[config.mk]
export PLATFORM = sky130hd
export DESIGN_NAME = arm_playback_sequencer
export DESIGN_NICKNAME = d
export VERILOG_FILES = /design/src/rtl/arm_playback_sequencer.sv
export SDC_FILE = /design/constraint.sdc
export NUM_CORES = 1
export LEC_CHECK = 0
export CORE_MARGIN = 2
export CORE_UTILIZATION = 40
export CTS_BUF_LIST = sky130_fd_sc_hd__clkbuf_4 sky130_fd_sc_hd__clkbuf_8
export CTS_CLUSTER_DIAMETER = 100
export DETAILED_ROUTE_END_ITERATION = 6
export GPL_TIMING_DRIVEN = 0
export SYNTH_ARGS = -nofsm -noshare
export SYNTH_HDL_FRONTEND = slang
export SYNTH_SLANG_ARGS = --single-unit
[constraint.sdc]
create_clock -name clk -period 4.65 [get_ports clk]
set_clock_uncertainty 0.05 [all_clocks]
set_input_delay 0.6975 -clock clk [delete_from_list [all_inputs] [get_ports clk]]
set_output_delay 0.6975 -clock clk [all_outputs]
set_load 0.01 [all_outputs]
[src/rtl/arm_playback_sequencer.sv]
// Trajectory playback controller: reads 4-byte servo poses from the position
// RAM over an address range, streams each byte through the shared UART TX,
// holds every pose for a dwell time and optionally loops over the range.
module arm_playback_sequencer #(
    parameter int CLK_FREQ     = 25_000_000,
    parameter int DWELL_CYCLES = CLK_FREQ / 2
) (
    input  logic        clk,
    input  logic        reset_n,
    input  logic        start,
    input  logic        stop,
    input  logic        loop_en,
    input  logic [7:0]  first_addr,
    input  logic [7:0]  last_addr,
    output logic        mem_rd_en,
    output logic [7:0]  mem_rd_addr,
    input  logic [31:0] mem_rd_data,
    output logic        tx_dv,
    output logic [7:0]  tx_byte,
    input  logic        tx_active,
    output logic        busy,
    output logic [7:0]  cur_addr,
    output logic        done
);

    typedef enum logic [2:0] {IDLE, READ, LATCH, SEND, TX_WAIT, DWELL} state_t;

    localparam int             CNT_W      = (DWELL_CYCLES > 1) ? $clog2(DWELL_CYCLES) : 1;
    localparam logic [CNT_W-1:0] DWELL_LOAD = CNT_W'(DWELL_CYCLES - 1);

    state_t           state, state_n;
    logic [1:0]       k, k_n;
    logic [CNT_W-1:0] cnt, cnt_n;
    logic [7:0]       first_q, first_n;
    logic [7:0]       last_q, last_n;
    logic [7:0]       cur_q, cur_n;
    logic             stop_pend, stop_pend_n;
    logic             wait_first, wait_first_n;
    logic             loop_q;
    logic [31:0]      pose;
    logic             pass_end;

    // The pass is over when the last pose's dwell expires; loop_en is taken
    // from a register so that done stays free of any input-to-output path.
    assign pass_end = (state == DWELL) && (cnt == '0) && (cur_q == last_q);

    // State and control registers.
    always_ff @(posedge clk or negedge reset_n) begin
        if (!reset_n) begin
            state      <= IDLE;
            k          <= 2'd0;
            cnt        <= '0;
            first_q    <= 8'd0;
            last_q     <= 8'd0;
            cur_q      <= 8'd0;
            stop_pend  <= 1'b0;
            wait_first <= 1'b0;
            loop_q     <= 1'b0;
        end else begin
            state      <= state_n;
            k          <= k_n;
            cnt        <= cnt_n;
            first_q    <= first_n;
            last_q     <= last_n;
            cur_q      <= cur_n;
            stop_pend  <= stop_pend_n;
            wait_first <= wait_first_n;
            loop_q     <= loop_en;
        end
    end

    // Pose register: captures the RAM word in the cycle after the read strobe.
    always_ff @(posedge clk) begin
        if (state == LATCH) begin
            pose <= mem_rd_data;
        end
    end

    // Next-state and register update logic.
    always_comb begin
        state_n      = state;
        k_n          = k;
        cnt_n        = cnt;
        first_n      = first_q;
        last_n       = last_q;
        cur_n        = cur_q;
        stop_pend_n  = stop_pend | stop;
        wait_first_n = 1'b0;
        case (state)
            IDLE: begin
                stop_pend_n = 1'b0;
                if (start && !stop) begin
                    first_n = first_addr;
                    last_n  = last_addr;
                    cur_n   = first_addr;
                    k_n     = 2'd0;
                    state_n = READ;
                end
            end
            READ: begin
                state_n = stop ? IDLE : LATCH;
            end
            LATCH: begin
                state_n = stop ? IDLE : SEND;
            end
            SEND: begin
                if (stop) begin
                    state_n = IDLE;
                end else begin
                    state_n      = TX_WAIT;
                    wait_first_n = 1'b1;
                end
            end
            TX_WAIT: begin
                // The UART raises tx_active one cycle late, so the first
                // cycle here is skipped before trusting it.
                if (!wait_first && !tx_active) begin
                    if (stop_pend || stop) begin
                        state_n = IDLE;
                    end else if (k != 2'd3) begin
                        k_n     = k + 2'd1;
                        state_n = SEND;
                    end else begin
                        k_n     = 2'd0;
                        cnt_n   = DWELL_LOAD;
                        state_n = DWELL;
                    end
                end
            end
            DWELL: begin
                if (pass_end && !loop_q) begin
                    state_n = IDLE;
                end else if (stop) begin
                    state_n = IDLE;
                end else if (cnt != '0) begin
                    cnt_n = cnt - CNT_W'(1);
                end else if (cur_q != last_q) begin
                    cur_n   = cur_q + 8'd1;
                    state_n = READ;
                end else begin
                    cur_n   = first_q;
                    state_n = READ;
                end
            end
            default: begin
                state_n = IDLE;
            end
        endcase
    end

    // Outputs decoded purely from state and registers.
    always_comb begin
        mem_rd_en   = (state == READ);
        mem_rd_addr = (state == READ) ? cur_q : 8'd0;
        tx_dv       = (state == SEND);
        tx_byte     = (state == SEND) ? pose[{k, 3'b000} +: 8] : 8'd0;
        busy        = (state != IDLE);
        cur_addr    = cur_q;
        done        = pass_end && !loop_q;
    end

endmodule

==> Word level (Yosys, flattened, before mapping) <==
Cells that the tools add are included.
Widths: inputs -> output; s select.
{ "totals": {"memories": 0, "register_bits": 88, "mem_bits_ro": 0, "in_bits": 54, "wordCells": 88, "latch_bits": 0, "ramBits": 0, "out_inout_bits": 28} }
{ "classes": {"div_mod_pow": 0, "mul": 0, "n_shift": 1, "n_reduce_logical": 22, "n_bitwise": 1, "eq_ne": 17, "muxes": 34, "n_lt_le_gt_ge": 0, "add_sub_neg": 3} }
{ "ops": {"columns": ["operator", "count"], "rows": [
  ["$mux 24", 6],
  ["$mux 8", 7],
  ["$pmux 24 s2", 1],
  ["$shiftx 32x6->8", 1],
  ["$logic_not 24->1", 1],
  ["$mux 3", 8],
  ["$reduce_bool 24->1", 1],
  ["$sub 24x1->24 const B", 1],
  ["$pmux 3 s6", 1],
  ["$ne 2x2->1 const B", 8],
  ["$pmux 8 s2", 1],
  ["$mux 2", 6],
  ["$add 8x1->8 const B", 1],
  ["$eq 8x8->1", 1],
  ["$ne 8x8->1", 1],
  ["$reduce_and 7->1", 1],
  ["$eq 3x2->1 const B", 2],
  ["$eq 3x3->1 const B", 2],
  ["$reduce_bool 2->1", 3],
  ["$logic_and 1x1->1", 5],
  ["$reduce_and 5->1", 1],
  ["$logic_not 1->1", 4],
  ["$ne 4x4->1 const B", 1],
  ["$pmux 2 s2", 1],
  ["other kinds (11)", 13]
]} }

==> Logic depth before layout (Yosys ltp) <==
Gate-level depths: netlist of run 1.
{ "depth": {"ltp_word": 6, "ltp_mapped": 9, "depth_no_buf": 8} }

==> Worst setup path before layout of run 1 <==
Ideal clock, no wire load.
{ "synth_path": {"path_type": "flip-flop to flip-flop", "from": "register state[1]", "to": "register pose[0] (enable)", "arrival_ns": 3.022, "setup_time_ns": 0.468, "n_path_buf": 1, "required_ns": 4.132, "period_less_slack_ns": 3.540, "slack_ns": 1.110, "stages_incl_launch_ff": 3, "path_cell_list": "dfrtp_1 > clkbuf_1 > nor3b_1"} }
{ "synth_between": {"elab_chain_len": 1} }
{ "synth_lines": {"columns": ["element", "line", "text"], "rows": [
  ["from (decl)", "31", "state_t state, state_n;"],
  ["from (signal assigned)", "60", "state <= state_n;"],
  ["$eq 3x2->1", "74", "if (state == LATCH) begin"],
  ["to (signal assigned)", "75", "pose <= mem_rd_data;"],
  ["to (decl)", "40", "logic [31:0] pose;"]
]} }
No other way between the ends.
A chain may end at the register's enable or synchronous reset.

==> Final worst setup path of run 1 <==
{ "layout_path": {"from": "register cnt[8]", "to": "output port done"} }
{ "layout_between": {"elab_chain_len": 4} }
{ "layout_lines": {"columns": ["element", "line", "text"], "rows": [
  ["from (decl)", "33", "logic [CNT_W-1:0] cnt, cnt_n;"],
  ["from (signal assigned)", "62", "cnt <= cnt_n;"],
  ["$logic_not 24->1", "45", "assign pass_end = (state == DWELL) && (cnt == '0) && (cur_q == last_q);"],
  ["$logic_and 1x1->1 (2 in a row)", "45", null],
  ["$logic_and 1x1->1", "159", "done = pass_end && !loop_q;"],
  ["to (decl)", "23", "output logic done"]
]} }
No other way between the ends.

==> results.sh, run 1 <==
export IMPL_drt_iter0_markers=177
export IMPL_post_cts_resized_instances=0
export IMPL_n_fill_cell=965
export IMPL_yosys_register_bits=88
export IMPL_postCtsSetupRepairBufs=0
export IMPL_clock_tree_root_cell="sky130_fd_sc_hd__clkbuf_8"
export IMPL_syn_cell_area_um2=4350
export IMPL_io_buffers=80
export IMPL_layout_commonest_cell="sky130_fd_sc_hd__nand2_1"
export IMPL_critical_path_reg2reg_startpoint="k[0]"
export IMPL_post_synth_num_cell_types=53
export IMPL_reg2reg_slack_ns=1.85
export IMPL_floorplan_die_area_um2=11700
export IMPL_tritoncts="yes"
export IMPL_synthesis_instances=398
export IMPL_switching_share=0.343
export IMPL_drt_antenna_violating_nets=0
export IMPL_period_share=0.857
export IMPL_syn_avg_cell_area_um2=10.9
export IMPL_r2r_end="cnt[23]"
export IMPL_p_sw_mw=0.962
export IMPL_min_path_type="in2async"
export IMPL_place_congestion=0.810
export IMPL_cts_root_to_sink_buffers=2
export IMPL_clock_period_minus_final_worst_setup_slack_ns=3.99
export IMPL_synthesis_nets=456
export IMPL_finalMaxSlewViolations=0
export IMPL_pin_count_of_the_biggest_net_entering_global_routing=35
export IMPL_cts_buffers=9
export IMPL_num_io_pins=82
export IMPL_ir_drop_v=0.000192
export IMPL_clkSinkCount=88
export IMPL_critPathCaptureType="output port"
export IMPL_layout_common_cells="82 x sky130_fd_sc_hd__nand2_1, 79 x sky130_fd_sc_hd__clkdlybuf4s50_1, 56 x sky130_fd_sc_hd__dfrtp_1"
export IMPL_cts_clk_slew_worst_paths_ns=0.09
export IMPL_final_layout_setup_total_negative_slack_ns=0
export IMPL_ys_seq_area_frac=0.543
export IMPL_antenna_found_initial=0
export IMPL_ff2ff_path_depth=8
export IMPL_post_synthesis_to_final_layout_area_growth_pct=28.7
export IMPL_htree_num_levels=3
export IMPL_internal_power_mw=1.84
export IMPL_setup_violations=0
export IMPL_postSynth_asyncResetShare=0.636
export IMPL_worst_setup_path_type="reg2out"
export IMPL_drc_errors=0
export IMPL_drive_gt1_frac=0.0986
export IMPL_cp_endpoint="done"
export IMPL_layout_nets=550
export IMPL_synth_warning_count=0
export IMPL_globalRouteOverflowTotal=0
export IMPL_n_antenna_cell=0
export IMPL_timing_critical_path_arrival_ns=3.24
export IMPL_via_count_of_the_first_global_routing_pass=3372
export IMPL_critical_path_peak_fanout=6
export IMPL_global_route_usage_total=0.183
export IMPL_post_place_ws_ns=1.07
export IMPL_synth_flop_cell="sky130_fd_sc_hd__dfrtp_1"
export IMPL_required_ns=3.90
export IMPL_unrepaired_setup_endpoints_after_global_routing="false"
export IMPL_detailedPlacementHpwl_um=7220
export IMPL_totalWireLength_um=9990
export IMPL_floorplan_die_height_um=108
export IMPL_placement_rows=38
export IMPL_transition_time_at_the_pin_with_the_least_slew_margin_ns=0.980
export IMPL_wire_per_inst_um=15.7
export IMPL_number_of_enable_flip_flop_cells_after_synthesis=32
export IMPL_leakage_power_summed_over_all_cells_nw=2.20
export IMPL_fp_dieW_um=108
export IMPL_first_pass_grt_wire_length_um=16700
export IMPL_seqPwrFrac=0.438
export IMPL_relSlewSlack=0.341
export IMPL_timing_final_hold_violations=0
export IMPL_run_status="finished clean"
export IMPL_drt_pass1_iterations=4
export IMPL_vias=3257
export IMPL_final_setup_worst_slack_ns=0.665
export IMPL_core_area_um2=10700
export IMPL_pd_cells_nw_per_um2=501
export IMPL_crit_start="cnt[8]"
export IMPL_vias_per_cell=5.11
export IMPL_starting_density_of_the_core=0.405
export IMPL_holdBufCountCts=0
export IMPL_clockPowerShare=0.213
export IMPL_achievable_frequency_mhz=251
export IMPL_combPwrFrac=0.349
export IMPL_worstSetupStartpointType="flip-flop"
export IMPL_worst_skew_pair_late_latency_ns=0.36
export IMPL_drv_cap=0
==> per-layer routing <==
layer | GRT usage | up-vias | part of all wire
li1 | - | 1590 | -
met1 | 0.254 | 1589 | 0.47
met2 | 0.290 | 63 | 0.48
met3 | 0.0374 | 15 | 0.042
met4 | 0.0614 | 0 | 0.016
met5 | 0 | - | 0
==> synth_stat cells, types with 4 or more instances <==
cell                       count  area (µm²)
sky130_fd_sc_hd__nand2_1      82         308
sky130_fd_sc_hd__dfrtp_1      56        1400
sky130_fd_sc_hd__edfxtp_1     32         961
sky130_fd_sc_hd__nor2_1       25        93.8
sky130_fd_sc_hd__xnor2_1      20         175
sky130_fd_sc_hd__nand3_1      16        80.1
sky130_fd_sc_hd__xor2_1       15         131
sky130_fd_sc_hd__clkbuf_1     14        52.6
sky130_fd_sc_hd__nor3_1       10        50.1
sky130_fd_sc_hd__and2_1        9        56.3
sky130_fd_sc_hd__mux4_2        8         180
sky130_fd_sc_hd__nor2b_1       8        50.1
sky130_fd_sc_hd__o21ai_0       8        40.0
sky130_fd_sc_hd__nor4_1        7        43.8
sky130_fd_sc_hd__a31oi_1       6        37.5
sky130_fd_sc_hd__inv_1         6        22.5
sky130_fd_sc_hd__o211ai_1      6        45.0
sky130_fd_sc_hd__a21oi_1       5        25.0
sky130_fd_sc_hd__or4_1         5        37.5
sky130_fd_sc_hd__ha_1          4        50.1
sky130_fd_sc_hd__nand2b_1      4        25.0
sky130_fd_sc_hd__nand4_1       4        25.0
==> flip-flops by register name, summed over array words and instances (netlist names) <==
name and cells:
pose 32, cnt 24, cur_addr 8, first_q 8, last_q 8, state 3, k 2, loop_q 1
stop_pend 1, wait_first 1
==> worst max-delay path, stage by stage (launching register included) <==
cell and delay (ns):
sky130_fd_sc_hd__dfrtp_1 0.45, sky130_fd_sc_hd__or4_4 0.54, sky130_fd_sc_hd__or3_4 0.44, sky130_fd_sc_hd__or4_4 0.56, sky130_fd_sc_hd__nor4_1 0.28, sky130_fd_sc_hd__clkdlybuf4s50_1 0.60
==> power by group through the flow <==
stage                     clock (mW)  sequential, mW  combinational, mW
after floorplan                    0            1.21              0.601
after global placement             0            1.24              0.948
after detailed placement           0            1.24              0.986
after CTS                      0.611            1.23              0.989
after global routing           0.647            1.26               1.10
final                          0.596            1.23              0.980
==> final cells by class <==
type	count	area (µm²)	share of cell area
Clock inverter	7	101	0.0181
Inverter	6	22.5	0.00402
Multi-Input combinational cell	284	1880	0.336
Tap cell	140	175	0.0313
Sequential cell	88	2360	0.422
Buffer	20	90.1	0.0161
Clock buffer	9	124	0.0221
Timing Repair Buffer	83	842	0.150
==> metrics by stage <==
step	utilization	instance area (µm²)	hold slack (ns)	power [mW]	instances
detailed placement	0.500	5380	0.412	2.23	621
global route	0.521	5600	0.294	3.00	637
floorplan	-	4350	0.352	1.81	398
global placement	0.496	5330	0.408	2.19	618
finish	0.521	5600	0.266	2.80	637
CTS	0.521	5600	0.282	2.83	637
==> worst min-delay path by stage <==
stage	startpoint	slack, ns	cells after the start	endpoint
3_3_place_gp	first_q[5]	0.41	2	first_q[5]
2_1_floorplan	reset_n	0.35	0	cnt[0]
4_1_cts	reset_n	0.28	1	cnt[12]
5_1_grt	reset_n	0.29	1	cnt[12]
3_5_place_dp	first_q[1]	0.41	2	first_q[1]
6_report	reset_n	0.27	1	cnt[12]
==> cell families (layout without fill, tap and decap cells) <==
logic type	after synthesis	count (layout)	share of synthesized area
flops	88	88	0.543
mux	11	11	0.0486
xor+xnor	35	35	0.0704
fa+ha+maj	4	4	0.0115
simple gates	195	195	0.239
buf+inv	26	125	0.0259
compound gates	39	39	0.0618
Note: power is estimated with default switching activity, not from simulation.
==> inputs of run 2 (changes only) <==
Settings changed: CAP_MARGIN set to 20.
==> results.sh, run 2 (synthesized netlist as in run 1, its figures left out) <==
export IMPL_run_status="finished clean"
export IMPL_layout_nets=550
export IMPL_relSlewSlack=0.347
export IMPL_post_place_cells=621
export IMPL_drc_errors=0
export IMPL_cts_root_to_sink_buffers=2
export IMPL_via_count_of_the_first_global_routing_pass=3418
export IMPL_num_io_pins=82
export IMPL_leakage_power_summed_over_all_cells_nw=2.21
export IMPL_regArea_um2=2360
export IMPL_detailedPlacementHpwl_um=7240
export IMPL_totalWireLength_um=9980
export IMPL_critical_path_peak_fanout=6
export IMPL_fin_hold_ws_ns=0.280
export IMPL_clock_period_minus_final_worst_setup_slack_ns=3.95
export IMPL_largest_register_ffs=32
export IMPL_drv_cap=0
export IMPL_worst_setup_path_type="reg2out"
export IMPL_globalRouteOverflowTotal=0
export IMPL_drt_iter0_markers=224
export IMPL_drt_antenna_violating_nets=0
export IMPL_clock_tree_root_cell="sky130_fd_sc_hd__clkbuf_8"
export IMPL_core_area_um2=10700
export IMPL_layoutNonFillerInstCount=637
export IMPL_drive_gt1_frac=0.0986
export IMPL_switching_share=0.336
export IMPL_critPathCaptureType="output port"
export IMPL_internal_power_mw=1.90
export IMPL_clkSinkCount=88
export IMPL_drt_pass1_iterations=7
export IMPL_place_congestion=0.810
export IMPL_transition_time_at_the_pin_with_the_least_slew_margin_ns=0.973
export IMPL_setup_violations=0
export IMPL_finalMaxSlewViolations=0
export IMPL_combPwrFrac=0.342
export IMPL_min_path_type="in2async"
export IMPL_worst_skew_pair_late_latency_ns=0.35
export IMPL_wire_per_inst_um=15.7
export IMPL_n_antenna_cell=0
export IMPL_most_flop_heavy_register="pose"
export IMPL_cts_buffers=9
export IMPL_holdBufCountCts=0
export IMPL_p_sw_mw=0.961
export IMPL_first_pass_grt_wire_length_um=16700
export IMPL_floorplan_die_area_um2=11700
export IMPL_post_cts_resized_instances=0
export IMPL_layout_common_cells="82 x sky130_fd_sc_hd__nand2_1, 79 x sky130_fd_sc_hd__clkdlybuf4s50_1, 56 x sky130_fd_sc_hd__dfrtp_1"
export IMPL_tritoncts="yes"
export IMPL_layout_commonest_cell="sky130_fd_sc_hd__nand2_1"
export IMPL_worstSetupStartpointType="flip-flop"
export IMPL_htree_num_levels=3
export IMPL_required_ns=3.90
export IMPL_power_mw=2.86
export IMPL_pd_cells_nw_per_um2=508
export IMPL_final_design_area_no_fill_um2=5620
export IMPL_postCtsSetupRepairBufs=0
export IMPL_ir_drop_v=0.000199
export IMPL_cts_clk_slew_worst_paths_ns=0.09
export IMPL_timing_critical_path_arrival_ns=3.20
export IMPL_vias_per_cell=5.17
export IMPL_clockPowerShare=0.228
export IMPL_floorplan_die_height_um=108
export IMPL_seqPwrFrac=0.430
export IMPL_io_buffers=80
export IMPL_global_route_usage_total=0.182
export IMPL_unrepaired_setup_endpoints_after_global_routing="false"
export IMPL_final_layout_setup_total_negative_slack_ns=0
export IMPL_post_synthesis_to_final_layout_area_growth_pct=29.2
export IMPL_vias=3296
export IMPL_placed_area_um2=5380
export IMPL_n_fill_cell=966
export IMPL_achievable_frequency_mhz=253
export IMPL_placement_rows=38
export IMPL_period_share=0.850
export IMPL_reg_top3="pose (32), cnt (24)"
export IMPL_pin_count_of_the_biggest_net_entering_global_routing=35
export IMPL_starting_density_of_the_core=0.405
export IMPL_timing_final_hold_violations=0
export IMPL_fp_dieW_um=108
export IMPL_multi_input_area_um2=1880
export IMPL_antenna_found_initial=0
==> run 2: power by group through the flow <==
stage	Combinational [mW]	Clock (mW)	Sequential [mW]
floorplan	0.601	0	1.21
global placement	0.948	0	1.24
detailed placement	0.981	0	1.24
CTS	0.987	0.673	1.23
global route	1.09	0.704	1.26
finish	0.977	0.653	1.23
==> run 2: layer usage <==
metal	track usage	vias up	routed length [µm]
met5	0	-	0
met4	0.0623	0	129
met3	0.0362	12	497
met2	0.291	77	4760
met1	0.249	1615	4590
li1	-	1592	-
==> run 2: layout make-up <==
type | count | share of cell area
sequential | 88 | 0.420
multi-input combinational | 284 | 0.335
timing repair buffer | 83 | 0.150
tap | 140 | 0.0312
clock buffer | 9 | 0.0220
clock inverter | 7 | 0.0220
buffer | 20 | 0.0160
inverter | 6 | 0.00401
==> run 2: path summary, 6_finish.rpt <==
| check | to | cells past startpoint | startpoint | slack (ns) |
|---|---|---|---|---|
| setup / recovery | done | 5 | cnt[8] | 0.70 |
| setup reg to reg | cnt[23] | 8 | k[0] | 1.83 |
| max in group asynchronous | last_q[4] | 2 | reset_n | 3.68 |
| hold reg to reg | first_q[3] | 2 | first_q[3] | 0.43 |
| hold / removal | cnt[12] | 1 | reset_n | 0.28 |
| min in group clk | first_q[3] | 2 | first_q[3] | 0.43 |
==> run 2: critical path, stage by stage, from the launching register on <==
cell,delay [ns]
sky130_fd_sc_hd__dfrtp_1,0.45
sky130_fd_sc_hd__or4_4,0.54
sky130_fd_sc_hd__or3_4,0.44
sky130_fd_sc_hd__or4_4,0.56
sky130_fd_sc_hd__nor4_1,0.27
sky130_fd_sc_hd__clkdlybuf4s50_1,0.60
==> run 2: per-stage QoR <==
stage / setup WS, ns / util
after floorplan: 1.11 / -
after global placement: 0.261 / 0.496
after detailed placement: 1.07 / 0.500
after CTS: 0.661 / 0.523
after global routing: 0.597 / 0.523
final: 0.698 / 0.523
